**src/rtl/riscv_zero_fetch.sv**
```systemverilog
// riscv_zero_fetch: fetch PC, credit-limited imem requests, in-order responses buffered in a FIFO for decode.
module riscv_zero_fetch #(
  parameter logic [31:0] RESET_PC = 32'h0000_0000,
  parameter int DEPTH = 2
) (
  input  logic        clk,
  input  logic        reset,
  output logic        imem_req_valid,
  input  logic        imem_req_ready,
  output logic [31:0] imem_req_addr,
  input  logic        imem_resp_valid,
  input  logic [31:0] imem_resp_data,
  input  logic        redirect_valid,
  input  logic [31:0] redirect_pc,
  output logic        inst_valid,
  input  logic        inst_ready,
  output logic [31:0] inst_data,
  output logic [31:0] pc_out
);
  localparam int AW = $clog2(DEPTH);
  localparam int CW = AW + 1;
  logic [31:0] fetch_pc, resp_pc, target_pc;
  logic [CW-1:0] outstanding, drop, count;
  logic [AW-1:0] rd_ptr, wr_ptr;
  logic [31:0] data_mem [DEPTH];
  logic [31:0] pc_mem [DEPTH];
  logic [CW:0] inflight;
  logic req_fire, push, pop, nonempty;
  // Outstanding plus buffered entries never exceed DEPTH, so responses need no backpressure.
  assign inflight = {1'b0, outstanding} + {1'b0, count};
  assign imem_req_valid = !reset && !redirect_valid && (inflight < (CW+1)'(DEPTH));
  assign imem_req_addr = fetch_pc;
  assign req_fire = imem_req_valid && imem_req_ready;
  assign push = imem_resp_valid && drop == '0 && !redirect_valid;
  assign nonempty = count != '0;
  assign inst_valid = !reset && nonempty && !redirect_valid;
  assign pop = inst_valid && inst_ready;
  assign inst_data = (reset || !nonempty) ? 32'h0 : data_mem[rd_ptr];
  assign pc_out = (reset || !nonempty) ? 32'h0 : pc_mem[rd_ptr];
  assign target_pc = {redirect_pc[31:2], 2'b00};
  always_ff @(posedge clk) begin
    if (reset) begin
      fetch_pc <= RESET_PC;
      resp_pc <= RESET_PC;
      outstanding <= '0;
      drop <= '0;
      count <= '0;
      rd_ptr <= '0;
      wr_ptr <= '0;
    end else begin
      outstanding <= outstanding + CW'(req_fire) - CW'(imem_resp_valid);
      if (redirect_valid) begin
        fetch_pc <= target_pc;
        resp_pc <= target_pc;
        drop <= outstanding - CW'(imem_resp_valid);
        count <= '0;
        rd_ptr <= '0;
        wr_ptr <= '0;
      end else begin
        if (req_fire) fetch_pc <= fetch_pc + 32'd4;
        if (imem_resp_valid && drop != '0) drop <= drop - CW'(1);
        if (push) resp_pc <= resp_pc + 32'd4;
        if (push) wr_ptr <= wr_ptr + AW'(1);
        if (pop) rd_ptr <= rd_ptr + AW'(1);
        count <= count + CW'(push) - CW'(pop);
      end
    end
  end
  always_ff @(posedge clk) begin
    if (push) begin
      data_mem[wr_ptr] <= imem_resp_data;
      pc_mem[wr_ptr] <= resp_pc;
    end
  end
endmodule

```
**config.mk**
```make
export PLATFORM = sky130hd
export DESIGN_NAME = riscv_zero_fetch
export DESIGN_NICKNAME = d
export VERILOG_FILES = /design/src/rtl/riscv_zero_fetch.sv
export SDC_FILE = /design/constraint.sdc
export NUM_CORES = 1
export LEC_CHECK = 0
export ABC_AREA = 0
export BUFFER_PORTS_ARGS = -buffer_cell sky130_fd_sc_hd__buf_2
export CAP_MARGIN = 20
export CORE_ASPECT_RATIO = 0.9
export CORE_MARGIN = 4
export CORE_UTILIZATION = 53
export DETAILED_ROUTE_END_ITERATION = 10
export PLACE_DENSITY = 0.82
export SLEW_MARGIN = 10
export SYNTH_ARGS = -nofsm -noshare
export SYNTH_HDL_FRONTEND = slang
export SYNTH_SLANG_ARGS = --single-unit
export TNS_END_PERCENT = 50
```
**constraint.sdc**
```tcl
create_clock -name clk -period 8.3 [get_ports clk]
set_input_delay 0.83 -clock clk [delete_from_list [all_inputs] [get_ports clk]]
set_output_delay 0.83 -clock clk [all_outputs]
set_load 0.01 [all_outputs]
```
==> impl_metrics.prom <==
# TYPE chip_impl_metric gauge
chip_impl_metric{name="synth.yosys.seq_area_share",unit=""} 0.581
chip_impl_metric{name="antenna_found_initial",unit=""} 0
chip_impl_metric{name="firstDrtPassIters",unit=""} 5
chip_impl_metric{name="worst-endpoint-required",unit="ns"} 7.47
chip_impl_metric{name="num-nets-final",unit=""} 979
chip_impl_metric{name="cts_made_buffers",unit=""} 17
chip_impl_metric{name="largest_net_degree_at_the_start_of_global_routing",unit=""} 69
chip_impl_metric{name="postSynth.asyncResetShare",unit=""} 0
chip_impl_info{name="worst_hold_launch",value="resp_pc[29]"} 1
chip_impl_info{name="clk_root_buffer_cell",value="clkbuf_16"} 1
chip_impl_metric{name="worst_r2r_path_depth",unit=""} 6
chip_impl_info{name="timing.hold.worst_endpoint",value="pc_mem[1][29]"} 1
chip_impl_metric{name="finalWeightedCongestion",unit=""} 0.907
chip_impl_metric{name="drt_wl_total",unit="um"} 20200
chip_impl_metric{name="hpwlAfterDp",unit="um"} 13600
chip_impl_metric{name="cpPeakStageDelay",unit="ns"} 0.65
chip_impl_metric{name="slew-limit-headroom",unit=""} 0.272
chip_impl_info{name="crit_path_frequent_cell",value="buf_2"} 1
chip_impl_metric{name="max_fo_critical_path",unit=""} 62
chip_impl_metric{name="port_buffers",unit=""} 161
chip_impl_metric{name="power_per_cell_area",unit="nW/um^2"} 207
chip_impl_metric{name="post-place-ws",unit="ns"} 4.84
chip_impl_info{name="worstSetupPathType",value="in -> out"} 1
chip_impl_metric{name="cap_viol_max_count",unit=""} 0
chip_impl_info{name="critical_path.top_delay_family",value="buffers and inverters"} 1
chip_impl_metric{name="critical_path_buf_inv_count",unit=""} 3
chip_impl_metric{name="fp.dieH",unit="um"} 130
chip_impl_metric{name="final_hold_violation_count",unit=""} 0
chip_impl_metric{name="n_antenna_cell",unit=""} 0
chip_impl_metric{name="syn_inst",unit=""} 762
chip_impl_info{name="cp-start-kind",value="primary input"} 1
chip_impl_metric{name="leakage",unit="nW"} 3.81
chip_impl_info{name="cp-end-kind",value="output port"} 1
chip_impl_metric{name="postCtsHoldBufs",unit=""} 0
chip_impl_metric{name="total_power",unit="mW"} 2.13
chip_impl_metric{name="num_vias",unit=""} 6646
chip_impl_metric{name="drt-vias-per-instance",unit=""} 5.93
chip_impl_metric{name="count_of_buffers_added_by_post_cts_timing_repair_for_setup",unit=""} 0
chip_impl_metric{name="hold-path-cell-count",unit=""} 0
chip_impl_metric{name="max_freq",unit="MHz"} 290
chip_impl_metric{name="dieWidth",unit="um"} 144
chip_impl_metric{name="wl_per_cell",unit="um"} 18.1
chip_impl_info{name="critical_path_top_delay_cell",value="buf_2"} 1
chip_impl_metric{name="grt_util_all_layers",unit=""} 0.214
chip_impl_metric{name="floorplan.initialDensity",unit=""} 0.543
chip_impl_info{name="hold_path_class",value="reg -> reg"} 1
chip_impl_metric{name="area.growth.synth_to_final",unit="%"} 17.1
chip_impl_metric{name="timing.critical_path.arrival",unit="ns"} 2.62
chip_impl_info{name="tritoncts",value="yes"} 1
chip_impl_info{name="unrepaired_setup_endpoints_after_global_routing",value="no"} 1
chip_impl_metric{name="worstMarginPinSlew",unit="ns"} 1.09
chip_impl_info{name="synth_largest_area_cell",value="edfxtp_1"} 1
chip_impl_metric{name="seq_cells_post_synth",unit=""} 193
chip_impl_metric{name="synth-edff-count",unit=""} 124
chip_impl_metric{name="grt_pass1_wl",unit="um"} 31200
chip_impl_metric{name="utilization",unit=""} 0.636
chip_impl_metric{name="synth.lib_cells_used.distinct",unit=""} 61
chip_impl_metric{name="deepest_level_of_the_cts_h_tree",unit=""} 4
chip_impl_info{name="cell_chain_of_the_critical_path",value="buf_2 -> nand2b_2 -> buf_4 -> nor2_1 -> buf_2"} 1
chip_impl_metric{name="post_synth_instance_area",unit="um^2"} 8790
chip_impl_metric{name="drt.antenna.violating_nets",unit=""} 0
chip_impl_metric{name="placeableCoreArea",unit="um^2"} 16200
chip_impl_metric{name="final.setup.tns",unit="ns"} 0
chip_impl_metric{name="cts_num_sinks",unit=""} 193
chip_impl_info{name="critical_path.reg2reg.endpoint",value="imem_req_addr[29]"} 1
chip_impl_metric{name="final_layout_size_suffix_gt1_frac",unit=""} 0.233
chip_impl_metric{name="grt_pass1_vias",unit=""} 6117
chip_impl_metric{name="remaining_drc_errors",unit=""} 0
chip_impl_info{name="regToRegStartpoint",value="outstanding[0]"} 1
chip_impl_metric{name="initialDrtViolationCount",unit=""} 472
chip_impl_metric{name="period_needed",unit="ns"} 3.45
chip_impl_metric{name="grt.overflow.total",unit=""} 0
chip_impl_metric{name="io_pins",unit=""} 168
chip_impl_info{name="outcome",value="completed"} 1
chip_impl_info{name="yosys-top-cells-area",value="edfxtp_1, dfxtp_1, mux2i_1"} 1
chip_impl_metric{name="postSynthAreaPerCell",unit="um^2"} 11.5
chip_impl_metric{name="postLayoutSetupSlackWorst",unit="ns"} 4.85
chip_impl_metric{name="number_of_setup_violations_in_the_final_report",unit=""} 0
chip_impl_metric{name="rrSetupSlack",unit="ns"} 5.24
chip_impl_metric{name="vdd_ir_drop_max",unit="V"} 0.000156
chip_impl_metric{name="die-area",unit="um^2"} 18700
chip_impl_metric{name="clk-insertion-delay-late",unit="ns"} 0.44
chip_impl_metric{name="yosys_warnings",unit=""} 0
chip_impl_metric{name="synthDominantCellAreaShare",unit=""} 0.424
chip_impl_info{name="most_common_cell_in_the_synthesized_netlist",value="edfxtp_1"} 1
chip_impl_metric{name="row_count",unit=""} 44
chip_impl_metric{name="clkSlewWorstSetupHoldPaths",unit="ns"} 0.07
chip_impl_metric{name="maxSlewViolCount",unit=""} 0
chip_impl_info{name="post_synth_most_frequent_cells",value="edfxtp_1, nor2_1, dfxtp_1"} 1
chip_impl_metric{name="post_cts_resize_count",unit=""} 0
chip_impl_metric{name="filler_cell_count",unit=""} 1266
chip_impl_metric{name="final.period_utilization",unit=""} 0.415
chip_impl_info{name="synth_flop_cell",value="edfxtp_1"} 1
chip_impl_metric{name="final_skew",unit="ns"} 0.00993
chip_impl_metric{name="ctsLongestPathBuffers",unit=""} 2
## where the power goes
| group | switching (mW) | leakage, nW | internal [mW] |
|---|---|---|---|
| combinational | 0.0991 | 1.80 | 0.0723 |
| sequential | 0.0460 | 1.71 | 1.07 |
| clock | 0.386 | 0.302 | 0.460 |
## cells in the final DEF, fill, tap and decap left out, types with 10 or more instances in the layout
master     synthesis  layout
buf_2              2     161
edfxtp_1         124     124
nor2_1            87      85
dfxtp_1           69      68
mux2i_1           63      63
o31a_1            36      36
inv_1             30      30
nand2_1           30      30
nand3_1           27      27
nand4_1           26      26
a21oi_1           25      25
nor4_1            21      21
clkbuf_16          0      17
a21boi_0          16      16
or4_1             13      13
xnor2_1           12      12
xor2_1            11      11
a31oi_1           10      10
## worst max path at each step
stage                    from        endpoint  slack (ns)  depth (start not counted)
5_1_grt                 reset   inst_data[27]        4.71                          5
3_3_place_gp            reset      pc_out[17]        4.86                          5
2_1_floorplan  redirect_valid  data_mem[0][0]        4.08                          3
3_5_place_dp            reset   inst_data[12]        4.84                          5
4_1_cts                 reset   inst_data[12]        4.85                          5
6_report                reset   inst_data[22]        4.85                          5
## flip-flops by register name, summed over array words and instances, names as in the netlist, named ones only
name,flops
count,2
data_mem,64
drop,2
imem_req_addr,30
outstanding,2
pc_mem,60
rd_ptr,1
resp_pc,30
wr_ptr,1
## cells by family after synthesis
group / Yosys count / share of synthesized area
mux: 63 / 0.0718
compound gates: 133 / 0.112
fa+ha+maj: 9 / 0.0137
simple gates: 259 / 0.156
buf+inv: 81 / 0.0420
flops: 193 / 0.581
xor+xnor: 23 / 0.0229
other cells: 1 / 0.000427
## worst reg2reg max path: cells and delay by family (launching register included)
kind / cells / cell delay, ns
AND/OR/NAND/NOR: 5 / 2.13
adder cells (fa/ha/maj): 1 / 0.49
flip-flops: 1 / 0.34
## area by class of cell
type	count	area [um^2]	area share
clock buffers	17	425	0.0413
inverters	31	116	0.0113
well taps	207	259	0.0252
multi-input cells	491	3340	0.325
repair buffers	166	843	0.0820
clock inverters	15	194	0.0188
flip-flops and latches	193	5110	0.497
## metrics by stage
step                area [um^2]  cells  hold slack [ns]
global placement           9670   1088            0.491
CTS                       10300   1120            0.521
detailed placement         9670   1088            0.501
global route              10300   1120            0.528
floorplan                  8800    765            0.425
finish                    10300   1120            0.519
## routing by layer
metal  part of all wire  track usage
met1               0.46        0.302
met2               0.43        0.326
met3              0.087       0.0557
met4              0.016       0.0664
met5                  0            0
Power figures use the tool's default switching activity.
